$ cat src/rtl/mem_bus_arbiter.sv
// Fetch/data arbiter for the shared core memory bus: data has priority,
// a starvation counter guarantees fetch progress. Watchdog: ARB_TIMEOUT_EN.
module mem_bus_arbiter #(
  parameter int ADDR_W         = 64,
  parameter int DATA_W         = 64,
  parameter int STARVE_LIMIT   = 4,
  parameter int TIMEOUT_CYCLES = 255
) (
  input  logic                clk,
  input  logic                resetn,
  input  logic                ireq_valid,
  input  logic [ADDR_W-1:0]   ireq_addr,
  output logic                iresp_ok,
  output logic [DATA_W-1:0]   iresp_data,
  input  logic                dreq_valid,
  input  logic                dreq_write,
  input  logic [ADDR_W-1:0]   dreq_addr,
  input  logic [2:0]          dreq_size,
  input  logic [DATA_W/8-1:0] dreq_strobe,
  input  logic [DATA_W-1:0]   dreq_data,
  output logic                dresp_ok,
  output logic [DATA_W-1:0]   dresp_data,
  output logic                creq_valid,
  output logic                creq_write,
  output logic [ADDR_W-1:0]   creq_addr,
  output logic [2:0]          creq_size,
  output logic [DATA_W/8-1:0] creq_strobe,
  output logic [DATA_W-1:0]   creq_data,
  input  logic                cresp_ok,
  input  logic [DATA_W-1:0]   cresp_data,
  output logic                arb_err
);

  localparam logic [1:0] IDLE   = 2'd0;
  localparam logic [1:0] BUSY_I = 2'd1;
  localparam logic [1:0] BUSY_D = 2'd2;

  localparam int SW = $clog2(STARVE_LIMIT + 1);

  logic [1:0]        state;
  logic [SW-1:0]     starve_cnt;
  logic              blk;
  logic              iv;
  logic              dv;
  logic              starved;
  logic              grant_d;
  logic              grant_i;
  logic              tmo;
  logic              done;
  logic [DATA_W-1:0] rdata;

  // The ok cycle doubles as the bus turnaround cycle: no grant is made.
  always_comb begin
    blk     = iresp_ok | dresp_ok;
    iv      = ireq_valid & ~blk;
    dv      = dreq_valid & ~blk;
    starved = starve_cnt >= SW'(STARVE_LIMIT);
    grant_d = (state == IDLE) & dv & (~iv | ~starved);
    grant_i = (state == IDLE) & iv & ~grant_d;
    done    = (state != IDLE) & (cresp_ok | tmo);
    rdata   = tmo ? '0 : cresp_data;
  end

  assign creq_valid = (state != IDLE);

`ifdef ARB_TIMEOUT_EN
  localparam int WW = $clog2(TIMEOUT_CYCLES + 1);

  logic [WW-1:0] wd_cnt;

  assign tmo = (state != IDLE) & ~cresp_ok
             & (wd_cnt == WW'(TIMEOUT_CYCLES - 1));

  always_ff @(posedge clk or negedge resetn) begin
    if (!resetn) begin
      wd_cnt  <= '0;
      arb_err <= 1'b0;
    end else begin
      arb_err <= tmo;
      if (state == IDLE || cresp_ok || tmo)
        wd_cnt <= '0;
      else
        wd_cnt <= wd_cnt + WW'(1);
    end
  end
`else
  logic unused_timeout;

  assign unused_timeout = |TIMEOUT_CYCLES;
  assign tmo            = 1'b0;
  assign arb_err        = 1'b0;
`endif

  always_ff @(posedge clk or negedge resetn) begin
    if (!resetn) begin
      state       <= IDLE;
      starve_cnt  <= '0;
      iresp_ok    <= 1'b0;
      iresp_data  <= '0;
      dresp_ok    <= 1'b0;
      dresp_data  <= '0;
      creq_write  <= 1'b0;
      creq_addr   <= '0;
      creq_size   <= '0;
      creq_strobe <= '0;
      creq_data   <= '0;
    end else begin
      iresp_ok <= 1'b0;
      dresp_ok <= 1'b0;
      if (state == IDLE) begin
        unique case (1'b1)
          grant_d: begin
            state       <= BUSY_D;
            creq_write  <= dreq_write;
            creq_addr   <= dreq_addr;
            creq_size   <= dreq_size;
            creq_strobe <= dreq_write ? dreq_strobe : '0;
            creq_data   <= dreq_write ? dreq_data : '0;
            if (!iv)
              starve_cnt <= '0;
            else if (!starved)
              starve_cnt <= starve_cnt + SW'(1);
          end
          grant_i: begin
            state       <= BUSY_I;
            creq_write  <= 1'b0;
            creq_addr   <= ireq_addr;
            creq_size   <= 3'd2;
            creq_strobe <= '0;
            creq_data   <= '0;
            starve_cnt  <= '0;
          end
          default: ;
        endcase
      end else if (done) begin
        state <= IDLE;
        if (state == BUSY_I) begin
          iresp_ok   <= 1'b1;
          iresp_data <= rdata;
        end else begin
          dresp_ok   <= 1'b1;
          dresp_data <= rdata;
        end
      end
    end
  end

endmodule

$ cat config.mk
export PLATFORM = sky130hd
export DESIGN_NAME = mem_bus_arbiter
export DESIGN_NICKNAME = d
export VERILOG_FILES = /design/src/rtl/mem_bus_arbiter.sv
export SDC_FILE = /design/constraint.sdc
export NUM_CORES = 1
export LEC_CHECK = 0
export CAP_MARGIN = 20
export CORE_AREA = 2 2 215 217
export DETAILED_ROUTE_END_ITERATION = 16
export DIE_AREA = 0 0 217 219
export GPL_ROUTABILITY_DRIVEN = 0
export PLACE_DENSITY_LB_ADDON = 0.25
export SLEW_MARGIN = 5
export SYNTH_ARGS = -nofsm -noshare
export SYNTH_HDL_FRONTEND = slang
export SYNTH_SLANG_ARGS = --single-unit
$ cat constraint.sdc
create_clock -name clk -period 1.9 [get_ports clk]
set_input_delay 0.38 -clock clk [delete_from_list [all_inputs] [get_ports clk]]
set_output_delay 0.38 -clock clk [all_outputs]
set_load 0.1 [all_outputs]
==> out/results.tsv, run 1 <==
metric	value	unit
status	finished with violations	
violations	negative setup slack	
ys.warnings.count	0	
design.core.area	45100	um^2
r2r_slack	-0.004	ns
grt_antenna_before_repair	1	
critical_path_required	2.30	ns
synth_area_per_cell	13.2	um^2
critical_path.max_stage_delay	0.60	ns
ys_seq_area_share	61.3	%
dp.cells	1966	
instances_no_fill	2029	
clock_insertion_delay_worst_skew	0.54	ns
fp.dieW	217	um
floorplan.die.height	219	um
io_buffer_count	543	
worst_ep_arrival_time	2.30	ns
synth.net_count	1124	
cts.clk_slew.worst_paths	0.06	ns
ys_async_sr_fraction	100	%
ctsHtreeMaxLevel	2	
cp-start-kind	flip-flop	
path_class	flip-flop to flip-flop	
layout_min_cycle_time	1.90	ns
finClkSkew	0.0161	ns
placement_rows	78	
cts_tree	built	
total_area_of_multi_input_combinational_cells	3950	um^2
worstSetupEndpointType	flip-flop	
grt_start_max_net_pins	63	
netlist_top_cells_area	dfrtp_1 (61%), mux2_2 (13%), a22o_1 (5.9%)	
cts_inserted_buffers	35	
max_cap_viol_count	0	
diodes_inserted	0	
hold_violation_total_from_the_final_report	0	
mostFrequentLayoutCells	dfrtp_1 (272), clkdlybuf4s50_1 (270), buf_4 (254)	
setup_slack	-0.00405	ns
worst_hold_path_type	input pin to async pin	
syn2layout_area_growth	69.6	%
synth_seq_cells	275	
first_global_vias	10200	
synth_top_flop_cell	dfrtp_1	
ios	545	
route.vias.total	9745	
1st_pass_router_iterations	6	
most_common_cell_after_layout_fill_and_taps_aside	dfrtp_1	
crit_chain	or4_4 > buf_4 > o31ai_1 > a31oi_1	
numnets_final	1679	
finalCritPeriodShare	100	%
tritoncts_num_sinks	275	
first_iter_violations	744	
final_max_slew_viol_count	0	
post-route-drc-count	0	
design.die.area	47500	um^2
drive_gt1_share	38.1	%
root_buffer	clkbuf_16	
grt_setup_unrepaired	true	
vias_per_cell	4.80	
worst-slew-pin-transition	0.500	ns
final-seq-area	6890	um^2
drt_wl_total	42.7	mm
routed_wire_length_per_instance	21.0	um
final_antenna_net_count	0	
cts_buffer_depth	3	
initial_utilization	24.9	%
post_synth_num_cell_types	35	
synthDominantCellAreaShare	61.3	%
global_route_wire_length_before_repair	63.9	mm
gr-total-overflow	0	
critical_path.slowest_cell	or4_4	
max_slew_margin	66.7	%
number_of_synthesized_flops_with_an_enable_pin	0	
fillers	4291	
fmax	525	MHz
groute.usage.overall	17.3	%
crit_path_max_fanout	19	
post_synth_instance_area	11200	um^2
synth_cells	850	
setup_viol	1	
synthDominantAreaCellType	dfrtp_1	
detailed_place_hpwl	31.1	mm
worst max-delay path, delay by kind of cell, from the launching register on:
kind / cells / cell delay, ns
AO/OA/AOI/OAI: 2 / 0.42
buffers and inverters: 1 / 0.25
flip-flops: 1 / 0.49
AND/OR/NAND/NOR: 1 / 0.60
logic make-up (layout without fill, tap and decap cells):
group,Yosys count,count (layout),synth area share [%]
DFF,275,275,61.3
AOI/OAI and AO/OA,270,270,17.3
muxes,129,129,12.9
buffers and inverters,98,677,3.93
and+or+nand+nor,76,76,4.37
adders and majority gates,1,1,0.112
other,1,1,0.0334
synthesized netlist by cell type, drive strengths merged, types with 2 or more instances:
library cell / n
dfrtp: 275
mux2: 129
a22o: 76
o31ai: 63
a21oi: 59
a31oi: 59
nand4: 59
buf: 47
clkbuf: 46
inv: 5
a2bb2oi: 4
a311oi: 4
nand2: 4
and4: 2
nand3: 2
nor2: 2
layer usage:
| layer | part of all wire (%) | vias to the layer above | global-route usage, % |
|---|---|---|---|
| met5 | 0.035 | - | 0 |
| met4 | 2.1 | 2 | 5.07 |
| met3 | 8.4 | 59 | 5.67 |
| met2 | 50 | 393 | 29.2 |
| met1 | 39 | 4912 | 21.1 |
| li1 | - | 4379 | - |
per-stage QoR:
stage | setup TNS [ns] | util (%) | hold WS [ns] | setup WS, ns | cell area, um^2
3_3_place_gp | -0.508 | 39.7 | 0.351 | -0.0437 | 17900
3_5_place_dp | -0.618 | 39.7 | 0.353 | -0.0566 | 17900
6_report | -0.00405 | 42.2 | 0.368 | -0.00405 | 19000
4_1_cts | 0 | 42.1 | 0.343 | 0.00311 | 19000
5_1_grt | -0.324 | 42.2 | 0.373 | -0.0398 | 19000
2_1_floorplan | -0.341 | - | 0.0844 | -0.0633 | 11200
final timing paths:
| path | cells after the start | endpoint | start |
|---|---|---|---|
| setup / recovery | 4 | creq_addr[8] | iresp_ok |
| setup reg to reg | 4 | creq_addr[8] | iresp_ok |
| max in group asynchronous | 3 | creq_addr[35] | resetn |
| hold / removal | 2 | iresp_data[48] | resetn |
| min in group clk | 4 | creq_addr[58] | ireq_valid |
| hold reg to reg | 1 | creq_write | creq_write |
repair_timing:
item	4_1_cts	5_1_grt
hold endpoints to repair	37	0
hold buffers	1	0
setup buffers	0	1
setup endpoints to repair	1	84
pin swaps	0	0
resized for setup	1	6
layout make-up:
type                    instances  area share, %
flip-flops and latches        275           36.2
repair buffers                611           33.2
multi-input cells             477           20.8
clock buffers                  51           5.29
well taps                     600           3.94
clock inverters                10          0.486
inverters                       5         0.0986
flip-flops by register name (all words and copies together) (netlist names), 2 cells and up:
register,flops
creq_addr,64
creq_data,64
dresp_data,64
iresp_data,64
creq_strobe,8
creq_size,3
starve_cnt,3
state,2
Power of run 1 is not shown: default switching activity piles up to over one toggle a cycle in this logic, so the estimate is an artifact.
==> run 2, diff against run 1 <==
--- a/config.mk
+++ b/config.mk
@@ -10,6 +10,7 @@
 export DETAILED_ROUTE_END_ITERATION = 16
 export DIE_AREA = 0 0 217 219
 export GPL_ROUTABILITY_DRIVEN = 0
+export HOLD_SLACK_MARGIN = 0.05
 export PLACE_DENSITY_LB_ADDON = 0.25
 export SLEW_MARGIN = 5
 export SYNTH_ARGS = -nofsm -noshare
==> results of run 2 <==
No change in the layout: final DEF, timing and power equal those of run 1.
Power of run 2 is left out for the same reason.
==> run 3, diff against run 2 <==
--- a/config.mk
+++ b/config.mk
@@ -9,10 +9,9 @@
 export CORE_AREA = 2 2 215 217
 export DETAILED_ROUTE_END_ITERATION = 16
 export DIE_AREA = 0 0 217 219
-export GPL_ROUTABILITY_DRIVEN = 0
 export HOLD_SLACK_MARGIN = 0.05
 export PLACE_DENSITY_LB_ADDON = 0.25
-export SLEW_MARGIN = 5
+export RECOVER_POWER = 50
 export SYNTH_ARGS = -nofsm -noshare
 export SYNTH_HDL_FRONTEND = slang
 export SYNTH_SLANG_ARGS = --single-unit
==> out/results.tsv, run 3 (synthesis gave the netlist of run 1 again) <==
metric	value	unit
vias_per_cell	4.80	
io_buffer_count	543	
cts_tree	built	
post-route-drc-count	0	
grt_antenna_before_repair	1	
route.vias.total	9738	
critical_path_required	2.30	ns
setup_viol	1	
placement.setup.worst_slack	-0.0566	ns
groute.usage.overall	17.3	%
numnets_final	1679	
cts_inserted_buffers	35	
gr-total-overflow	0	
diodes_inserted	0	
first_global_vias	10200	
mostFrequentLayoutCells	dfrtp_1 (272), clkdlybuf4s50_1 (270), buf_4 (249)	
ios	545	
violations	negative setup slack	
fmax	522	MHz
max_slew_margin	10.5	%
cts.clk_slew.worst_paths	0.06	ns
setup_slack	-0.0153	ns
detailed_place_hpwl	31.1	mm
crit_path_max_fanout	19	
hold_violation_total_from_the_final_report	0	
finalCritPeriodShare	101	%
cts_buffer_depth	3	
drive_gt1_share	37.7	%
drt_wl_total	42.6	mm
root_buffer	clkbuf_16	
status	finished with violations	
cp-start-kind	flip-flop	
most_common_cell_after_layout_fill_and_taps_aside	dfrtp_1	
floorplan.die.height	219	um
max_cap_viol_count	0	
worst_hold_path_type	input pin to flip-flop	
global_route_wire_length_before_repair	63.9	mm
syn2layout_area_growth	68.3	%
placement_rows	78	
fp.dieW	217	um
grt_setup_unrepaired	true	
grt_start_max_net_pins	63	
worst_ep_arrival_time	2.31	ns
final_antenna_net_count	0	
routed_wire_length_per_instance	21.0	um
clock_insertion_delay_worst_skew	0.54	ns
first_iter_violations	744	
tritoncts_num_sinks	275	
initial_utilization	24.9	%
1st_pass_router_iterations	5	
design.die.area	47500	um^2
finalWeightedCongestion	0.825	
layout_min_cycle_time	1.92	ns
ctsHtreeMaxLevel	2	
finClkSkew	0.0154	ns
design.core.area	45100	um^2
final_max_slew_viol_count	0	
path_class	flip-flop to flip-flop	
worst-slew-pin-transition	1.34	ns
worstSetupEndpointType	flip-flop	
layout_utilization	41.9	%
run 3: stage by stage:
step	cells	hold slack (ns)	area, um^2	TNS, ns
finish	2029	0.370	18900	-0.0153
global route	2029	0.377	18900	-0.579
CTS	2028	0.343	19000	0
detailed placement	1966	0.353	17900	-0.618
global placement	1966	0.351	17900	-0.508
floorplan	850	0.0844	11200	-0.341
run 3: worst paths after layout:
kind	from	to	slack, ns	cells past startpoint
max reg2reg	iresp_ok	creq_addr[8]	-0.02	4
max	iresp_ok	creq_addr[8]	-0.02	4
min	ireq_valid	creq_addr[58]	0.37	4
min in group asynchronous	resetn	iresp_data[48]	0.70	2
max in group asynchronous	resetn	creq_addr[35]	0.22	3
min reg2reg	creq_write	creq_write	0.48	1
run 3: area by class of cell:
| class | count | area (um^2) |
|---|---|---|
| Clock buffer | 51 | 1010 |
| Sequential cell | 275 | 6890 |
| Fill cell | 4314 | 26200 |
| Multi-Input combinational cell | 477 | 3940 |
| Timing Repair Buffer | 611 | 6180 |
| Inverter | 5 | 18.8 |
| Tap cell | 600 | 751 |
| Clock inverter | 10 | 92.6 |
run 3: worst max-delay path: stages, from the launching register on:
cell and delay, ns:
dfrtp_4 0.49, or4_4 0.60, buf_4 0.26, o31ai_1 0.29
a31oi_1 0.13
run 3: routing by layer:
layer | up-vias | routed length [um] | share of wire (%) | track usage (%)
met2 | 381 | 21300 | 50 | 29.2
met4 | 2 | 902 | 2.1 | 5.07
met5 | - | 15 | 0.035 | 0
met3 | 58 | 3530 | 8.3 | 5.67
met1 | 4920 | 16800 | 40 | 21.1
li1 | 4377 | - | - | -
run 3: what timing repair did:
item                       4_1_cts  5_1_grt
gates resized for setup          1        6
hold endpoints to repair        37        0
buffers inserted                 0        1
hold buffers                     1        0
setup endpoints to repair        1       84
Power of run 3 is left out for the same reason.
